**src/rtl/reg_dump_reader.sv**
```systemverilog
// Register-file dump engine: walks addresses 0..NUM_REGS-1, streams each byte
// over a valid/ready interface and finishes with an XOR checksum byte.
module reg_dump_reader #(
  parameter int unsigned NUM_REGS = 8,
  parameter int unsigned ADDR_W   = 3
) (
  input  logic              clk,
  input  logic              reset,
  input  logic              start,
  output logic              busy,
  output logic              done,
  output logic [ADDR_W-1:0] rd_addr,
  input  logic [7:0]        rd_data,
  output logic              out_valid,
  input  logic              out_ready,
  output logic [7:0]        out_data,
  output logic              out_last
);

  typedef enum logic [1:0] {IDLE, READ, SEND, CSUM} state_t;

  localparam logic [ADDR_W-1:0] LAST_ADDR = ADDR_W'(NUM_REGS - 1);

  state_t            state_q, state_d;
  logic              busy_q, busy_d;
  logic              done_q, done_d;
  logic              out_valid_q, out_valid_d;
  logic              out_last_q, out_last_d;
  logic [ADDR_W-1:0] rd_addr_q, rd_addr_d;
  logic [7:0]        out_data_q, out_data_d;
  logic [7:0]        csum_q, csum_d;

  always_comb begin
    state_d     = state_q;
    busy_d      = busy_q;
    done_d      = 1'b0;
    out_valid_d = out_valid_q;
    out_last_d  = out_last_q;
    rd_addr_d   = rd_addr_q;
    out_data_d  = out_data_q;
    csum_d      = csum_q;

    case (state_q)
      IDLE: begin
        busy_d      = 1'b0;
        out_valid_d = 1'b0;
        out_last_d  = 1'b0;
        rd_addr_d   = '0;
        csum_d      = '0;
        if (start) begin
          state_d = READ;
          busy_d  = 1'b1;
        end
      end
      READ: begin
        out_data_d  = rd_data;
        csum_d      = csum_q ^ rd_data;
        out_valid_d = 1'b1;
        state_d     = SEND;
      end
      SEND: begin
        if (out_ready) begin
          out_valid_d = 1'b0;
          if (rd_addr_q == LAST_ADDR) begin
            out_data_d = csum_q;
            state_d    = CSUM;
          end else begin
            rd_addr_d = rd_addr_q + ADDR_W'(1);
            state_d   = READ;
          end
        end
      end
      CSUM: begin
        // First CSUM cycle is a load slot, keeping the two-cycle byte cadence
        // for the checksum as well; valid rises on the following edge.
        if (!out_valid_q) begin
          out_valid_d = 1'b1;
          out_last_d  = 1'b1;
        end else if (out_ready) begin
          out_valid_d = 1'b0;
          out_last_d  = 1'b0;
          done_d      = 1'b1;
          busy_d      = 1'b0;
          rd_addr_d   = '0;
          state_d     = IDLE;
        end
      end
      default: state_d = IDLE;
    endcase
  end

  always_ff @(posedge clk) begin
    if (reset) begin
      state_q     <= IDLE;
      busy_q      <= 1'b0;
      done_q      <= 1'b0;
      out_valid_q <= 1'b0;
      out_last_q  <= 1'b0;
      rd_addr_q   <= '0;
      out_data_q  <= '0;
      csum_q      <= '0;
    end else begin
      state_q     <= state_d;
      busy_q      <= busy_d;
      done_q      <= done_d;
      out_valid_q <= out_valid_d;
      out_last_q  <= out_last_d;
      rd_addr_q   <= rd_addr_d;
      out_data_q  <= out_data_d;
      csum_q      <= csum_d;
    end
  end

  assign busy      = busy_q;
  assign done      = done_q;
  assign rd_addr   = rd_addr_q;
  assign out_valid = out_valid_q;
  assign out_data  = out_data_q;
  assign out_last  = out_last_q;

endmodule

```
**config.mk**
```make
export PLATFORM = sky130hd
export DESIGN_NAME = reg_dump_reader
export DESIGN_NICKNAME = d
export VERILOG_FILES = /design/src/rtl/reg_dump_reader.sv
export SDC_FILE = /design/constraint.sdc
export NUM_CORES = 1
export LEC_CHECK = 0
export CAP_MARGIN = 20
export CORE_ASPECT_RATIO = 1.75
export CORE_MARGIN = 8
export CORE_UTILIZATION = 55
export CTS_BUF_LIST = sky130_fd_sc_hd__clkbuf_8
export DETAILED_ROUTE_END_ITERATION = 10
export PLACE_DENSITY = 0.93
export SYNTH_ARGS = -nofsm -noshare
export SYNTH_HDL_FRONTEND = slang
export SYNTH_SLANG_ARGS = --single-unit
```
**constraint.sdc**
```tcl
create_clock -name clk -period 4.2 [get_ports clk]
set_input_delay 0.63 -clock clk [delete_from_list [all_inputs] [get_ports clk]]
set_output_delay 0.63 -clock clk [all_outputs]
set_load 0.02 [all_outputs]
```
# == Yosys cells after proc, flatten, opt, wreduce, memory -nomap -nowiden ==
# Index checks and enable logic that the tools add are counted.
# W data, S select, Z words.
# totals
wordCells,59
regBits,25
input_bits,12
out_inout_bits,15
# classes
addsub,1
n_reduce_logical,11
eq_ne,11
bitwise,3
mux,25
# ops
op,count
$pmux W8 S2,2
$mux W8,2
$mux W3,4
$ne A2 B2 Y1 const B,6
$mux W2,5
$pmux W3 S3,1
$pmux W2 S4,1
$xor A8 B8 Y8,1
$mux W1,7
$reduce_and A3 Y1,2
$reduce_bool A2 Y1,3
$reduce_and A5 Y1,1
$eq A2 B2 Y1 const B,2
$pmux W1 S2,2
$pmux W1 S4,1
$reduce_and A4 Y1,1
$add A3 B1 Y3 const B,1
$eq A3 B3 Y1 const B,1
$ne A3 B3 Y1 const B,1
$reduce_bool A3 Y1,1
$reduce_or A3 Y1,1
$eq A2 B1 Y1 const B,1
$logic_not A2 Y1,1
$not A1 Y1,2
$reduce_and A2 Y1,1

# == Depth between registers and ports, before layout ==
# Gate-level depths: netlist of the first run.
# logic_depth
ltp_word,4
ltp_mapped,8
depth_no_buf,6

# == Worst setup path after synthesis of the first run ==
# OpenSTA, ideal clock, no wires.
# synth_path
path_type,reg2reg
startpoint,register rd_addr_q[0] (netlist: rd_addr[0])
endpoint,register out_data_q[6] (netlist: out_data[6])
path_slack_ns,2.655
n_path_buf,1
setup_time_ns,0.125
arrival_ns,1.420
period_less_slack_ns,1.545
stages_incl_launch_ff,8
path_cell_list,dfxtp_1 > ha_1 > ha_1 > mux2i_2 > nor2_8 > buf_8 > nor2_2 > a211oi_2
# synth_via
elab_chain_len,3
# synth_rtl
element,line,rtl
"start, declared",29,"logic [ADDR_W-1:0] rd_addr_q, rd_addr_d;"
"start signal, assigned",108,rd_addr_q <= rd_addr_d;
$eq A3 B3 Y1,64,if (rd_addr_q == LAST_ADDR) begin
$ne A2 B2 Y1 (no source line),--,
$reduce_and A3 Y1 (no source line),--,
"end signal, assigned",109,out_data_q <= out_data_d;
"end, declared",30,"logic [7:0] out_data_q, out_data_d;"
# No other way between the ends.
# A chain may end at the register's enable or synchronous reset.

==> results.txt, run 1 <==
Final period util = 53.0%
top cells by area, synth = dfxtp_1 38%, a211oi_2 7.5%, ha_1 7.5%
Clock Path Buffers = 2
DPL Wire Length = 2280 µm
Mapped Nets = 157
Synth area leader = dfxtp_1
number of synthesized flops with an enable pin = 0
max-cap viol count = 0
Starting Density = 57.8%
DR DRC count = 0
Post-DP Area = 0.00158 mm²
Worst Path Max Fanout = 25
via count = 1087
total CTS buffers = 3
Congestion Overflow GR = 0
Antenna Cells = 0
crit path kind = primary input to flip-flop
Die Ht = 81.1 µm
DR vias/cell = 5.88
antenna violations before repair = 0
I/O Pins = 27
Cell Rows = 23
total die area = 0.00431 mm²
Largest stage delay, worst path = 1.17 ns
clock latency on the worst-skew pair = 0.27 ns
status = complete, no violations
Clock Sinks = 25
Ys Warns = 0
Max-Slew Margin vs Limit = 29.5%
post-route design area = 0.00163 mm²
maximum VDD drop = 0.000564 V
Final Max Slew Viols = 0
Fin Setup TNS = 0 ns
minimum clock period = 2.23 ns
Post CTS Setup Buffer Count = 0
Routability Congestion = 0.758
Mean Syn Cell Area = 9.72 µm²
Buffers on Ports = 26
Final Hold Viols = 0
synthesized instance count = 137
1st-pass router iterations = 4
Layout area overhead = 22.4%
core box area = 0.00230 mm²
Most used DFF post-synth = dfxtp_1
fmax = 449 MHz
register area share after synthesis = 37.6%
Routed Antenna Nets = 0
HP Class = flip-flop to flip-flop
layout cells sized above 1 = 12.5%
number of global-route vias before repair = 1115
Final Setup Violations = 0
post-synth top area share = 37.6%
post_cts resized = 0
Clock Tree Root = clkbuf_8
CP startpoint kind = primary input
first-pass GRT wire length = 5020 µm
P per Cell Area = 647 mW/mm²
RSZ-0062 raised after global routing = false
die width = 53.2 µm
Leak Pwr = 0.591 nW
Slew @ Worst Pin = 1.05 ns
WP data arrival = 2.40 ns
FF-to-FF setup slack = 2.18 ns
Max Clock Skew = 0.00161 ns
htree depth = 1
CP required = 4.37 ns
Final nets = 181
mapped cell area = 0.00133 mm²
#FFs+latches synth = 25
Clock Pin Slew Worst Setup and Hold Paths = 0.09 ns
DR iter-0 viols = 24
drt wl/cell = 16.7 µm
final WL = 3090 µm
largest net degree at the start of global routing = 26
GRT Total Usage = 15.2%
ordered list of cells on the worst path = clkdlybuf4s50_1 -> and4bb_1 -> mux2_2
post-synthesis async set-or-reset flop share = 0%
Synth cell types = 30
crit path capture type = flip-flop
Post-CTS Hold Buffers = 0
CTS tree = done
Slowest cell on crit path = clkdlybuf4s50_1
-- power breakdown --
group | switching, mW | internal [mW] | total (mW)
Combinational | 0.314 | 0.243 | 0.557
Clock | 0.0792 | 0.0673 | 0.146
Sequential | 0.0466 | 0.305 | 0.351
Total | 0.440 | 0.615 | 1.05
-- area by class of cell --
class,count,area [µm²]
Clock buffer,3,41.3
Clock inverter,1,7.51
Fill cell,191,673
Inverter,4,15.0
Multi-Input combinational cell,101,773
Sequential cell,25,500
Tap cell,25,31.3
Timing Repair Buffer,26,260
-- state kept, by name (all words and copies together), names as in the netlist --
signal     cells
done           1
out_valid      1
out_data       8
state_q        2
out_last       1
busy           1
rd_addr        3
csum_q         8
-- routing by layer --
layer,part of all wire (%),wire length (µm),GRT usage [%]
met1,40,1230,15.1
met2,55,1690,28.2
met3,3.2,99,2.74
met4,2.3,71,7.87
met5,0,0,0
-- cell usage in the layout (no fill, tap or decap), types with 4 or more instances in the layout --
master / n
mux2i_1: 9
o21ai_0: 10
nor2b_1: 9
dfxtp_1: 25
ha_1: 8
nand3b_1: 8
a211oi_2: 8
inv_1: 4
nor2_1: 10
clkdlybuf4s50_1: 26
a21oi_1: 15
-- worst paths after layout --
path | startpoint | endpoint | cells past startpoint
setup / recovery | reset | rd_addr[0] | 3
hold / removal | out_last | out_last | 2
setup reg to reg | state_q[0] | out_data[5] | 6
hold reg to reg | out_last | out_last | 2
-- logic make-up (layout without fill, tap and decap cells) --
family          after synthesis  after routing  share of synthesized area (%)
simple gates                 40             40                           19.1
flops                        25             25                           37.6
compound gates               42             42                           22.8
fa+ha+maj                     8              8                           7.52
mux                          11             11                           8.65
buf+inv                      11             34                           4.32
-- stage by stage --
step                setup WS, ns  total power [mW]  utilization (%)  std cells  hold slack [ns]
floorplan                   2.66             0.763                -        137            0.457
global placement            1.75             0.887             68.6        181            0.456
CTS                         1.98              1.06             70.8        185            0.468
finish                      1.97              1.05             70.8        185            0.478
global route                1.91              1.12             70.8        185            0.507
detailed placement          1.69             0.911             68.6        181            0.456
-- cell usage after synthesis, drive strengths merged (3+ instances only) --
library cell / count
mux2i: 10
a211oi: 8
o21ai: 10
a21oi: 15
nor2: 14
inv: 4
o22ai: 3
buf: 5
nand2: 3
nor2b: 9
nand3b: 8
dfxtp: 25
ha: 8
-- worst max-delay path: cells and delay by family --
kind | cells | cell delay, ns
buffers and inverters | 1 | 1.17
multiplexers | 1 | 0.26
AND/OR/NAND/NOR | 1 | 0.34
Note: power is estimated with default switching activity, not from simulation.
==> run 2, diff against run 1 <==
--- a/config.mk
+++ b/config.mk
@@ -8,10 +8,10 @@
 export CAP_MARGIN = 20
 export CORE_ASPECT_RATIO = 1.75
 export CORE_MARGIN = 8
-export CORE_UTILIZATION = 55
+export CORE_UTILIZATION = 52
 export CTS_BUF_LIST = sky130_fd_sc_hd__clkbuf_8
 export DETAILED_ROUTE_END_ITERATION = 10
-export PLACE_DENSITY = 0.93
+export PLACE_DENSITY = 0.89
 export SYNTH_ARGS = -nofsm -noshare
 export SYNTH_HDL_FRONTEND = slang
 export SYNTH_SLANG_ARGS = --single-unit
==> constraint.sdc (replaced) <==
create_clock -name clk -period 2.3 [get_ports clk]
set_input_delay 0.345 -clock clk [delete_from_list [all_inputs] [get_ports clk]]
set_output_delay 0.345 -clock clk [all_outputs]
set_load 0.02 [all_outputs]
==> results.txt, run 2 (synthesis gave the netlist of run 1 again) <==
first-pass GRT wire length = 5350 µm (was 5020 µm)
worst reg2reg path endpoint = csum_q[5] (was out_data[5])
DR vias/cell = 5.80 (was 5.88)
WP data arrival = 2.01 ns (was 2.40 ns)
maximum VDD drop = 0.000802 V (was 0.000564 V)
fmax = 555 MHz
drt wl/cell = 16.7 µm (about the same)
crit path capture type = flip-flop (unchanged)
Post CTS Setup Buffer Count = 0 (unchanged)
Clock Path Buffers = 2 (unchanged)
max-cap viol count = 0 (unchanged)
Buffers on Ports = 26 (unchanged)
Max-Slew Margin vs Limit = 68.3% (was 29.5%)
Final period util = 78.4%
WHS = 0.463 ns (was 0.478 ns)
1st-pass router iterations = 4 (unchanged)
Starting Density = 54.1% (was 57.8%)
CP startpoint kind = flip-flop (was primary input)
clock latency on the worst-skew pair = 0.27 ns (about the same)
Fin Setup TNS = 0 ns (unchanged)
ordered list of cells on the worst path = inv_1 -> ha_1 -> buf_4 -> nor2_1 -> o21ai_0 -> a21oi_1 (was clkdlybuf4s50_1 -> and4bb_1 -> mux2_2)
post_cts resized = 0 (unchanged)
Slowest cell on crit path = dfxtp_1 (was clkdlybuf4s50_1)
I/O Pins = 27 (unchanged)
P per Cell Area = 1170 mW/mm² (was 647 mW/mm²)
commonest non-fill, non-tap cell in the layout = clkdlybuf4s50_1 (unchanged)
core box area = 0.00246 mm² (was 0.00230 mm²)
Final Max Slew Viols = 0 (unchanged)
Reg-to-Reg Start = state_q[1] (was state_q[0])
WP depth = 6 (was 3)
htree depth = 1 (unchanged)
DR DRC count = 0 (unchanged)
Critical path buffers and inverters = 2 (was 1)
Routed Antenna Nets = 0 (unchanged)
Clock Tree Root = clkbuf_8 (unchanged)
Tot Pwr = 1.94 mW (was 1.05 mW)
FF-to-FF setup slack = 0.50 ns (was 2.18 ns)
Cell Rows = 24 (was 23)
Final nets = 184 (was 181)
RSZ-0062 raised after global routing = false (unchanged)
Post-CTS Hold Buffers = 0 (unchanged)
Final Hold Viols = 0 (unchanged)
commonest non-fill, non-tap cells in the layout = 26 x clkdlybuf4s50_1, 25 x dfxtp_1, 15 x a21oi_1 (unchanged)
DPL Wire Length = 2430 µm (was 2280 µm)
Largest stage delay, worst path = 0.45 ns (was 1.17 ns)
Final Setup Violations = 0 (unchanged)
Layout area overhead = 24.0% (was 22.4%)
CTS tree = done (unchanged)
Die Ht = 82.9 µm (was 81.1 µm)
FF-to-FF path depth = 6 (unchanged)
status = complete, no violations (unchanged)
total die area = 0.00450 mm² (was 0.00431 mm²)
Worst Path Max Fanout = 19 (was 25)
Slew @ Worst Pin = 0.474 ns (was 1.05 ns)
Clock Sinks = 25 (unchanged)
Worst path top cell family by delay = flip-flops (was buffers and inverters)
die width = 54.3 µm (was 53.2 µm)
Clock Pin Slew Worst Setup and Hold Paths = 0.09 ns (about the same)
Antenna Cells = 0 (unchanged)
minimum clock period = 1.80 ns
CP Launch Point = state_q[1] (was reset)
HP Class = flip-flop to flip-flop (unchanged)
GRT Total Usage = 15.2% (about the same)
CP required = 2.50 ns (was 4.37 ns)
largest net degree at the start of global routing = 25 (was 26)
crit path kind = flip-flop to flip-flop (was primary input to flip-flop)
antenna violations before repair = 0 (unchanged)
DR iter-0 viols = 41 (was 24)
layout cells sized above 1 = 14.1% (was 12.5%)
Congestion Overflow GR = 0 (unchanged)
CP Capture Point = csum_q[5] (was rd_addr[0])
final WL = 3150 µm (was 3090 µm)
Routability Congestion = 0.804 (was 0.758)
number of global-route vias before repair = 1193 (was 1115)
Max Clock Skew = 0.00896 ns (was 0.00161 ns)
Leak Pwr = 0.610 nW (was 0.591 nW)
via count = 1097 (was 1087)
total CTS buffers = 3 (unchanged)
# fillers = 205 (was 191)
run 2: how the worst min path moves through the flow:
stage                   start   endpoint  slack, ns  cells after the start
global route         out_last   out_last       0.50                      2
global placement     out_last   out_last       0.44                      2
finish               out_last   out_last       0.46                      2
floorplan           csum_q[0]  csum_q[0]       0.46                      2
detailed placement   out_last   out_last       0.46                      2
CTS                  out_last   out_last       0.47                      2
run 2: per-stage QoR:
stage	utilization, %	instance area (µm²)	cells	setup slack, ns
finish	67.0	1650	189	0.497
global route	67.0	1650	189	0.325
CTS	67.0	1650	189	0.514
detailed placement	65.1	1600	185	0.498
global placement	65.1	1600	185	0.547
floorplan	-	1330	137	0.755
run 2: layout make-up:
| class | instances | area (µm²) | area share (%) |
|---|---|---|---|
| clock buffer | 3 | 41.3 | 2.50 |
| clock inverter | 1 | 5.00 | 0.303 |
| inverter | 4 | 15.0 | 0.910 |
| multi-input combinational | 101 | 773 | 46.9 |
| sequential | 25 | 500 | 30.3 |
| tap | 26 | 32.5 | 1.97 |
| timing repair buffer | 29 | 283 | 17.1 |
run 2: layer usage:
layer / GRT usage (%) / wire length, µm / vias up
met5: 0 / 0 / -
met4: 7.43 / 96 / 0
met3: 3.75 / 185 / 8
met2: 26.7 / 1720 / 28
met1: 15.1 / 1150 / 521
li1: - / - / 540
run 2: worst min-delay path, delay by kind of cell (launching register included):
| family | cells | cell delay [ns] |
|---|---|---|
| AO/OA/AOI/OAI | 1 | 0.05 |
| flip-flops | 1 | 0.32 |
| AND/OR/NAND/NOR | 1 | 0.05 |
run 2: power breakdown:
group | leakage [nW] | total [mW] | internal (mW) | switching (mW)
sequential | 0.204 | 0.643 | 0.556 | 0.0870
clock | 0.0255 | 0.261 | 0.121 | 0.140
combinational | 0.380 | 1.03 | 0.457 | 0.575
